## src/rtl/register_file_sb.sv

```systemverilog
// Register file with two combinational read ports, one write port, a PC-alias register
// and per-register busy (scoreboard) tracking with pending count and sticky WAW error flag.
module register_file_sb #(
   parameter int DATA_W = 32,
   parameter int ADDR_W = 4,
   parameter int PC_IDX = 2**ADDR_W - 1,
   parameter int BYPASS = 1
) (
   input  logic              clk,
   input  logic              rst_n,
   input  logic [ADDR_W-1:0] a1,
   input  logic [ADDR_W-1:0] a2,
   output logic [DATA_W-1:0] rd1,
   output logic [DATA_W-1:0] rd2,
   input  logic [ADDR_W-1:0] a3,
   input  logic [DATA_W-1:0] wd3,
   input  logic              we3,
   input  logic [DATA_W-1:0] r15,
   input  logic              issue,
   input  logic [ADDR_W-1:0] issue_a,
   output logic              busy1,
   output logic              busy2,
   output logic              stall,
   output logic [ADDR_W:0]   pend_cnt,
   output logic              waw_err
);

   localparam int NREG = 2**ADDR_W;
   localparam logic [ADDR_W-1:0] PC_A = ADDR_W'(PC_IDX);
   localparam logic BYP = (BYPASS != 0);

   logic [DATA_W-1:0] regs [NREG];
   logic [NREG-1:0]   busy;
   logic [NREG-1:0]   busy_next;
   logic              waw_hit;

   // PC alias has priority over forwarding, forwarding over the stored value.
   always_comb begin
      rd1 = regs[a1];
      rd2 = regs[a2];
      if (a1 == PC_A)
         rd1 = r15;
      else if (BYP && we3 && (a3 == a1))
         rd1 = wd3;
      if (a2 == PC_A)
         rd2 = r15;
      else if (BYP && we3 && (a3 == a2))
         rd2 = wd3;
   end

   always_comb begin
      busy1 = busy[a1] && !(BYP && we3 && (a3 == a1)) && (a1 != PC_A);
      busy2 = busy[a2] && !(BYP && we3 && (a3 == a2)) && (a2 != PC_A);
      stall = busy1 || busy2;
   end

   // Issue is applied after the write-back clear so a same-register collision stays busy.
   always_comb begin
      busy_next = busy;
      if (we3)
         busy_next[a3] = 1'b0;
      if (issue && (issue_a != PC_A))
         busy_next[issue_a] = 1'b1;
      waw_hit = issue && (issue_a != PC_A) && busy[issue_a] && !(we3 && (a3 == issue_a));
   end

   always_comb begin
      pend_cnt = '0;
      for (int i = 0; i < NREG; i++)
         pend_cnt = pend_cnt + {{ADDR_W{1'b0}}, busy[i]};
   end

   always_ff @(posedge clk or negedge rst_n) begin
      if (!rst_n) begin
         for (int i = 0; i < NREG; i++)
            regs[i] <= '0;
      end else if (we3 && (a3 != PC_A)) begin
         regs[a3] <= wd3;
      end
   end

   always_ff @(posedge clk or negedge rst_n) begin
      if (!rst_n) begin
         busy    <= '0;
         waw_err <= 1'b0;
      end else begin
         busy <= busy_next;
         if (waw_hit)
            waw_err <= 1'b1;
      end
   end

endmodule

```

## config.mk

```make
export PLATFORM = sky130hd
export DESIGN_NAME = register_file_sb
export DESIGN_NICKNAME = d
export VERILOG_FILES = /design/src/rtl/register_file_sb.sv
export SDC_FILE = /design/constraint.sdc
export NUM_CORES = 1
export LEC_CHECK = 0
export CAP_MARGIN = 15
export CORE_MARGIN = 5
export CORE_UTILIZATION = 50
export DETAILED_ROUTE_END_ITERATION = 10
export PLACE_DENSITY = 0.68
export SYNTH_ARGS = -nofsm -noshare
export SYNTH_HDL_FRONTEND = slang
export SYNTH_SLANG_ARGS = --single-unit
```

## constraint.sdc

```tcl
create_clock -name clk -period 5.4 [get_ports clk]
set_input_delay 0.81 -clock clk [delete_from_list [all_inputs] [get_ports clk]]
set_output_delay 0.81 -clock clk [all_outputs]
set_load 0.02 [all_outputs]
```

==> results_dict.tcl, run 1 <==
set metrics [dict create \
    dr.first_iter.drc_count 1636 \
    final_tns_setup_ns 0 \
    remaining_drc_errors 0 \
    floorplan.io_pins 157 \
    gp_routability_congestion 0.8786 \
    antenna_found_initial 3 \
    yosys.area.top_type "dfrtp_1" \
    synthesis.instances 1942 \
    detailed_place_hpwl_um 49920 \
    buffers_on_ports 156 \
    place_area_um2 31090 \
    cts_buffers 56 \
    crit-reg2reg-launch "busy[2]" \
    chipWidth_um 250.0 \
    maxSlewViolCount 0 \
    post-route-util_pct 57.60 \
    clock_latency_at_the_later_pin_of_the_worst_skew_pair_ns 0.61 \
    synth-seq-cells 529 \
    r2r-end "waw_err" \
    hold_class "primary input to async pin" \
    post-route-min-period_ns 5.150 \
    drt-wirelength-per-cell_um 29.90 \
    die_area_um2 62510 \
    stdcell_area_um2 33040 \
    synth.yosys.seq_area_share_pct 45.96 \
    cts_tree "done" \
    worstRegToRegCells 4 \
    number_of_placed_cells_counting_well_taps 2697 \
    floorplan.initialDensity_pct 50.21 \
    finalClockSkew_ns 0.007209 \
    yosys.area.top_type_share_pct 45.96 \
    post-synth-top-count-cell "dfrtp_1" \
    num-nets-final 2089 \
    ys_types 46 \
    ir_drop_mv 0.8285 \
    setup_repair_after_global_routing_missed_its_margin "no" \
    setup.worst_path.start_class "flip-flop" \
    n_fill_cell 4415 \
    pwr_density_cell_nw_per_um2 415.9 \
    rows 88 \
    yosys-top-cells-count "dfrtp_1, mux2_2, mux4_2" \
    postRouteWirelength_um 83700 \
    area.sequential_um2 13240 \
    synth-main-ff-cell "dfrtp_1" \
    max_h_tree_level 2 \
    crit_required_ns 4.59 \
    firstDrtPassIters 5 \
    static-leakage-power_uw 0.01341 \
    first_pass_grt_wire_length_um 128400 \
    netlist_area_um2 28810 \
    hold_viol 0 \
    track_usage_pct 26.62 \
    die-height_um 250.0 \
    synth_fp_nets 2041 \
    clock.fmax_ghz 0.1942 \
    ctsLongestPathBuffers 3 \
    synth_edf_count 0 \
    maximum_number_of_pins_on_one_net_before_global_route_repair 119 \
    run_status "complete, no violations" \
    placeableCoreArea_um2 57370 \
    post_cts.repair.setup_buffers 0 \
    syn2layout_area_growth_pct 14.71 \
    insertedDiodeCount 0 \
    drt.antenna.violating_nets 0 \
    via_count 18960 \
    setup.worst_path.end_class "output pin" \
    largest_cells_by_area_after_synthesis "dfrtp_1, mux4_2, mux2_2" \
    whs_ns 0.1885 \
    max_cap_violations 0 \
    worst_pin_slew_ns 0.9830 \
    yosys_warnings 0 \
    finalSetupViolations 0 \
    worstPathArrival_ns 4.34 \
    synthesis.area_per_instance_um2 14.83 \
    maxSlewHeadroom_pct 34.47 \
    post_route_cells_drive_above_1_share_pct 43.07 \
    clkSinkCount 529 \
    vias_per_cell 6.774 \
    vias_in_the_first_global_route 20280 \
    clock-root-buffer "clkbuf_16" \
    layoutNonFillerInstCount 2799 \
    synth_async_sr_flop_share_pct 100.0 \
    final_min_period_over_clock_period_pct 95.37 \
    regToRegSetupSlack_ns 3.79 \
    cts.reportedPaths.clkPinSlew_ns 0.06 \
    multi_input_comb_area_um2 14480 \
    gr-total-overflow 0 \
    crit_type "flip-flop to output pin" \
    cp_max_fo 5 \
    postCtsHoldBufs 0 \
]
==> state kept, by name, summed over array words and instances (netlist names) <==
name	cells
regs	512
busy	16
waw_err	1
==> how the worst max path moves through the flow <==
| stage | startpoint | to | slack (ns) | depth (start not counted) |
|---|---|---|---|---|
| 6_report | busy[0] | pend_cnt[4] | 0.25 | 12 |
| 4_1_cts | busy[11] | pend_cnt[3] | 0.07 | 11 |
| 3_5_place_dp | busy[0] | pend_cnt[4] | 0.57 | 12 |
| 3_3_place_gp | busy[11] | pend_cnt[4] | 0.65 | 12 |
| 2_1_floorplan | busy[11] | pend_cnt[2] | 1.16 | 10 |
| 5_1_grt | busy[11] | pend_cnt[4] | 0.1 | 12 |
==> final cells by class <==
cell class / count / area share, %
clock inverter: 16 / 0.8028
tap: 765 / 2.897
timing repair buffer: 226 / 6.983
inverter: 30 / 0.3408
multi-input combinational: 1147 / 43.81
sequential: 529 / 40.06
clock buffer: 86 / 5.101
==> power breakdown <==
part | switching, µW | internal, µW | total (µW)
logic | 1790 | 2370 | 4160
clock network | 1640 | 2470 | 4110
registers | 635 | 4830 | 5470
total | 4060 | 9680 | 13700
==> per-stage QoR <==
step                      total power, µW  worst slack, ns
after global placement               9536           0.6502
after global routing                14390          0.09588
after CTS                           13830          0.06566
after floorplan                      8280            1.161
after detailed placement             9738           0.5749
final                               13740           0.2499
==> per-layer routing <==
| metal | GRT usage (%) | share of wire (%) | vias to the layer above |
|---|---|---|---|
| li1 | - | - | 7707 |
| met1 | 37.04 | 41 | 10230 |
| met2 | 42.40 | 48 | 847 |
| met3 | 6.430 | 8.5 | 177 |
| met4 | 7.719 | 3.1 | 2 |
| met5 | 0 | 0.016 | - |
==> cells by family (layout without fill, tap and decap cells) <==
kind of cell,count (synthesis),count (layout),synth area share [%]
XOR/XNOR,14,14,0.4257
AO/OA/AOI/OAI,289,289,7.554
AND/OR/NAND/NOR,83,83,1.433
adder cells (fa/ha/maj),15,15,0.9122
buffers and inverters,266,358,4.326
flip-flops,529,529,45.96
multiplexers,746,746,39.39
==> layout by cell type, fill, tap and decap left out, types with 10 or more instances in the layout <==
cell             Yosys  routed
dfrtp_1            529     529
mux2_2             422     422
mux4_2             262     262
clkdlybuf4s50_1      0     147
a22oi_1            127     127
a21oi_1             64      64
a221o_1             64      64
mux2_1              59      59
clkbuf_16            0      57
buf_4                3      54
inv_1               30      30
nand2_1             22      21
buf_12               0      16
clkbuf_8             0      15
nor2_4               0      14
clkbuf_1           130      14
fa_1                10      10
==> worst max-delay path: stages, from the launching register on <==
cell	delay [ns]
dfrtp_1	0.41
inv_1	0.08
fa_1	0.57
fa_1	0.44
fa_1	0.52
fa_1	0.41
inv_1	0.06
ha_1	0.15
inv_1	0.07
fa_1	0.45
nor2b_1	0.13
o21a_1	0.12
dlygate4sd2_1	0.32
==> timing repair <==
action                     4_1_cts  5_1_grt
cloned                           0        0
setup endpoints to repair        2        2
gates resized for setup          2        2
No activity file was read; power rests on OpenSTA's default activity.
==> run 2, diff against run 1 <==
--- a/config.mk
+++ b/config.mk
@@ -6,9 +6,10 @@
 export NUM_CORES = 1
 export LEC_CHECK = 0
 export CAP_MARGIN = 15
-export CORE_MARGIN = 5
+export CORE_MARGIN = 8
 export CORE_UTILIZATION = 50
 export DETAILED_ROUTE_END_ITERATION = 10
+export HOLD_SLACK_MARGIN = 0.1
 export PLACE_DENSITY = 0.68
 export SYNTH_ARGS = -nofsm -noshare
 export SYNTH_HDL_FRONTEND = slang
==> run 2 against run 1 <==
Cell count about the same. Design area about the same. Clock power up 3%. Count of clock-buffer cells in the layout down 4. First-iteration DRC count down 3.0%. Critical endpoint unchanged. Core utilization about the same. Register-to-register slack better by 0.05 ns. Via count about the same.
==> results_dict.tcl, run 2 (same netlist as run 1, synthesis figures left out) <==
set metrics [dict create \
    run_status "complete, no violations" \
    gp_routability_congestion 0.8163 \
    postCtsHoldBufs 0 \
    worst_pin_slew_ns 1.014 \
    regToRegSetupSlack_ns 3.84 \
    worstRegToRegCells 4 \
    track_usage_pct 25.46 \
    postRouteWirelength_um 83880 \
    clock-root-buffer "clkbuf_16" \
    post_cts_resize_count 2 \
    cts_buffers 57 \
    biggestRegsByFlops "regs (512), busy (16), waw_err (1)" \
    vias_in_the_first_global_route 20490 \
    setup.worst_path.start_class "flip-flop" \
    crit_required_ns 4.59 \
    first_pass_grt_wire_length_um 129000 \
    met2_usage_pct 41.81 \
    maxSlewViolCount 0 \
    clock.fmax_ghz 0.1915 \
    die_area_um2 65550 \
    finalClockSkew_ns 0.001211 \
    setup.worst_path.end_class "output pin" \
    ctsLongestPathBuffers 3 \
    post-route-min-period_ns 5.223 \
    setup_repair_after_global_routing_missed_its_margin "no" \
    gr-total-overflow 0 \
    rows 88 \
    layout.cells.most_common_list "dfrtp_1, mux2_2, mux4_2" \
    flip_flop_count_of_the_largest_register_after_layout 512 \
    mostFrequentLayoutCell "dfrtp_1" \
    drt.antenna.violating_nets 0 \
    remaining_drc_errors 0 \
    max_h_tree_level 2 \
    power.share.sequential_pct 39.4 \
    cts.reportedPaths.clkPinSlew_ns 0.06 \
    final_min_period_over_clock_period_pct 96.72 \
    place_area_um2 30980 \
    swShare_pct 29.57 \
    num-nets-final 2085 \
    most_flops_register "regs" \
    via_count 18960 \
    pwr_density_cell_nw_per_um2 420.3 \
    clkSinkCount 529 \
    stdcell_area_um2 33040 \
    detailed_place_hpwl_um 50820 \
    whs_ns 0.1277 \
    hold_viol 0 \
    met3_usage_pct 4.731 \
    worst_setup_ep "pend_cnt[4]" \
    antenna_found_initial 1 \
    floorplan.initialDensity_pct 50.21 \
    chipWidth_um 256.0 \
    r2r-end "waw_err" \
    p_sw_uw 4106 \
    dr.first_iter.drc_count 1587 \
    finalSetupViolations 0 \
    combinationalPowerShare_pct 30.1 \
    floorplan.io_pins 157 \
    syn2layout_area_growth_pct 14.69 \
    cts_tree "done" \
    maxSlewHeadroom_pct 32.27 \
    layer_with_the_highest_usage_after_global_routing "met2" \
    hold_class "primary input to async pin" \
    drt-wirelength-per-cell_um 29.98 \
    max_cap_violations 0 \
    crit-reg2reg-launch "busy[2]" \
    firstDrtPassIters 7 \
    cell_internal_pwr_uw 9780 \
    grt.met1_usage_pct 33.32 \
    die-height_um 256.0 \
    buffers_on_ports 156 \
    critPathLaunch "busy[11]" \
    post_route_cells_drive_above_1_share_pct 43.36 \
    crit_type "flip-flop to output pin" \
    power.clock.fraction_pct 30.5 \
    placeableCoreArea_um2 57370 \
    clock_latency_at_the_later_pin_of_the_worst_skew_pair_ns 0.61 \
    static-leakage-power_uw 0.01342 \
    final_tns_setup_ns 0 \
    post_cts.repair.setup_buffers 0 \
    worstPathArrival_ns 4.41 \
    maximum_number_of_pins_on_one_net_before_global_route_repair 165 \
    vias_per_cell 6.776 \
    ir_drop_mv 0.8905 \
    cp_max_fo 4 \
]
==> run 2: area by class of cell <==
cell class	instances	area [µm²]
antenna	1	2.502
clock buffer	82	1712
clock inverter	23	335.3
fill	4451	24330
inverter	30	112.6
multi-input combinational	1147	14470
sequential	529	13240
tap	765	957.2
timing repair buffer	221	2207
==> run 2: layer usage <==
layer | wire [µm] | up-vias
li1 | - | 7706
met3 | 6137 | 221
met1 | 33150 | 10170
met2 | 41240 | 865
met5 | 0 | -
met4 | 3346 | 0
==> run 2: worst max-delay path, stage by stage (launching register included) <==
cell           delay [ns]
dfrtp_1              0.39
inv_1                0.09
fa_1                 0.56
fa_1                 0.46
fa_1                 0.54
fa_1                 0.42
inv_1                0.09
ha_1                 0.16
inv_1                0.06
fa_1                 0.46
nor2b_1              0.13
o21a_1               0.11
dlygate4sd2_1        0.33
==> run 2: per-stage QoR <==
stage | setup slack (ns) | cells | utilization [%] | power, µW
after floorplan | 1.161 | 1942 | - | 8280
after global placement | 0.6382 | 2692 | 54.01 | 9548
after detailed placement | 0.5397 | 2692 | 54.01 | 9772
after CTS | 0.009452 | 2797 | 57.57 | 14000
after global routing | 0.05226 | 2797 | 57.58 | 14560
final | 0.1773 | 2798 | 57.59 | 13890
==> run 2: power by group through the flow <==
| stage | Combinational, µW | Sequential [µW] | Clock, µW |
|---|---|---|---|
| after floorplan | 2990 | 5290 | 0 |
| after global placement | 4140 | 5410 | 0 |
| after detailed placement | 4270 | 5500 | 0 |
| after CTS | 4250 | 5440 | 4310 |
| after global routing | 4520 | 5590 | 4460 |
| final | 4180 | 5470 | 4240 |
==> run 2: how the worst min path moves through the flow <==
stage / start / to / slack [ns]
6_report: rst_n / regs[408] / 0.13
5_1_grt: rst_n / regs[472] / 0.15
4_1_cts: rst_n / regs[216] / 0.13
3_5_place_dp: regs[16] / regs[16] / 0.38
3_3_place_gp: regs[27] / regs[27] / 0.38
2_1_floorplan: regs[0] / regs[0] / 0.44
==> run 3, diff against run 2 <==
--- a/config.mk
+++ b/config.mk
@@ -10,7 +10,7 @@
 export CORE_UTILIZATION = 50
 export DETAILED_ROUTE_END_ITERATION = 10
 export HOLD_SLACK_MARGIN = 0.1
-export PLACE_DENSITY = 0.68
+export PLACE_DENSITY = 0.71
 export SYNTH_ARGS = -nofsm -noshare
 export SYNTH_HDL_FRONTEND = slang
 export SYNTH_SLANG_ARGS = --single-unit
==> constraint.sdc (replaced) <==
create_clock -name clk -period 4.8 [get_ports clk]
set_input_delay 0.72 -clock clk [delete_from_list [all_inputs] [get_ports clk]]
set_output_delay 0.72 -clock clk [all_outputs]
set_load 0.02 [all_outputs]
==> run 3 against run 2 <==
Sequential share of layout area fell by 0.43 points. Via count rose by 1.4%. Routed wire length fell by 0.43%. Register-to-register slack got worse by 0.75 ns. First-iteration DRC count rose by 15%. Count of clock-buffer cells in the layout rose by 1. Critical path depth did not move. Total power rose by 14%. Critical path type unchanged. Largest cell class unchanged.
==> results_dict.tcl, run 3 (same netlist as run 1, synthesis figures left out) <==
set metrics [dict create \
    postRouteWirelength_um 83530 \
    cts_tree "done" \
    worstRegToRegCells 6 \
    firstDrtPassIters 7 \
    most_flops_register "regs" \
    antenna_found_initial 3 \
    biggestRegsByFlops "regs (512), busy (16), waw_err (1)" \
    post-route-util_pct 58.22 \
    hold_class "primary input to async pin" \
    pwr_density_cell_nw_per_um2 472.2 \
    max_cap_violations 0 \
    final_min_period_over_clock_period_pct 99.39 \
    die-height_um 256.0 \
    clock.fmax_ghz 0.2096 \
    vias_in_the_first_global_route 20490 \
    vias_per_cell 6.815 \
    r2r-end "waw_err" \
    maxSlewHeadroom_pct 21.48 \
    run_status "complete, no violations" \
    buffers_on_ports 156 \
    maximum_number_of_pins_on_one_net_before_global_route_repair 115 \
    finalClockSkew_ns 0.005760 \
    setup.worst_path.start_class "flip-flop" \
    worstPathArrival_ns 4.05 \
    gr-total-overflow 0 \
    post_route_cells_drive_above_1_share_pct 44.52 \
    ir_drop_mv 0.9656 \
    cp_max_fo 2 \
    setup_repair_after_global_routing_missed_its_margin "yes" \
    clock-root-buffer "clkbuf_16" \
    cts.reportedPaths.clkPinSlew_ns 0.06 \
    drt-wirelength-per-cell_um 29.61 \
    clock_latency_at_the_later_pin_of_the_worst_skew_pair_ns 0.62 \
    clkSinkCount 529 \
    gp_routability_congestion 0.8353 \
    final_tns_setup_ns 0 \
    hold_viol 0 \
    critPathLaunch "busy[11]" \
    post-layout-total-power_uw 15770 \
    n_fill_cell 4307 \
    drt.antenna.violating_nets 0 \
    via_count 19220 \
    dr.first_iter.drc_count 1824 \
    mostFrequentLayoutCell "dfrtp_1" \
    num-nets-final 2107 \
    floorplan.io_pins 157 \
    worst_pin_slew_ns 1.178 \
    whs_ns 0.1417 \
    chipWidth_um 256.0 \
    crit_type "flip-flop to output pin" \
    maxSlewViolCount 0 \
    first_pass_grt_wire_length_um 128100 \
    crit-reg2reg-launch "busy[11]" \
    setup.worst_path.end_class "output pin" \
    layout.cells.most_common_list "dfrtp_1, mux2_2, mux4_2" \
    crit_required_ns 4.08 \
    floorplan.initialDensity_pct 50.21 \
    cts_buffers 56 \
    ctsLongestPathBuffers 3 \
    track_usage_pct 25.22 \
    flip_flop_count_of_the_largest_register_after_layout 512 \
    max_h_tree_level 2 \
    syn2layout_area_growth_pct 15.95 \
    detailed_place_hpwl_um 50670 \
    die_area_um2 65550 \
    finalSetupViolations 0 \
    remaining_drc_errors 0 \
    regToRegSetupSlack_ns 3.09 \
    static-leakage-power_uw 0.01353 \
    placeableCoreArea_um2 57370 \
    rows 88 \
    post-route-min-period_ns 4.771 \
]
[run 3: cell types whose count changed in the layout (fill, tap and decap cells not counted), sizes merged]
cell           previous run  this run
inv                      31        32
clkinv                   13         8
clkdlybuf4s50           147       146
clkinvlp                  1         2
diode                     1         3
clkbuf                   82        83
buf                      70        97
dlygate4sd2               2         1
dlymetal6s2s              2         0
[run 3: timing repair]
item                                   4_1_cts  5_1_grt
endpoints found under the hold margin        0        0
hold buffers                                 0        0
setup endpoints to repair                    4        4
pin swaps                                    5        5
buffers inserted                             2        6
gates resized for setup                     31        6
[run 3: report_power, final]
part           switching (µW)  internal, µW
Sequential                711          5440
Combinational            2130          2790
Clock                    1870          2820
[run 3: worst max path at each step]
stage	depth (start not counted)	to	slack (ns)
after global routing	12	pend_cnt[4]	-0.08
after floorplan	10	pend_cnt[2]	0.65
final	12	pend_cnt[4]	0.03
after global placement	12	pend_cnt[4]	0.14
after CTS	12	pend_cnt[4]	-0.05
after detailed placement	12	pend_cnt[4]	0.008
[run 3: final cells by class]
class / instances / area [µm²] / area share (%)
clock inverters: 20 / 337.8 / 1.011
repair buffers: 244 / 2599 / 7.781
diodes: 3 / 7.507 / 0.02248
well taps: 765 / 957.2 / 2.866
inverters: 30 / 112.6 / 0.3372
multi-input cells: 1147 / 14480 / 43.37
clock buffers: 83 / 1663 / 4.979
flip-flops and latches: 529 / 13240 / 39.64
[run 3: worst max-delay path, cell delays in order (launching register included)]
cell and delay (ns):
dfrtp_1 0.38, inv_2 0.06, fa_1 0.55, fa_1 0.46
fa_1 0.55, fa_1 0.42, inv_1 0.07, ha_2 0.18
inv_2 0.04, fa_2 0.36, nor2b_1 0.12, o21a_1 0.13
buf_6 0.11
[run 3: layer usage]
layer	vias to the layer above	track usage [%]	part of all wire (%)
li1	7772	-	-
met1	10340	34.02	40
met2	922	40.08	48
met3	195	5.303	8.4
met4	0	9.670	3.4
met5	-	0	0
[run 3: per-stage QoR]
| step | area [µm²] | cells | setup slack, ns |
|---|---|---|---|
| finish | 33400 | 2821 | 0.02948 |
| global route | 33400 | 2820 | -0.07975 |
| CTS | 33340 | 2812 | -0.04736 |
| detailed placement | 31320 | 2707 | 0.007910 |
| global placement | 31320 | 2707 | 0.1376 |
| floorplan | 28810 | 1942 | 0.6511 |
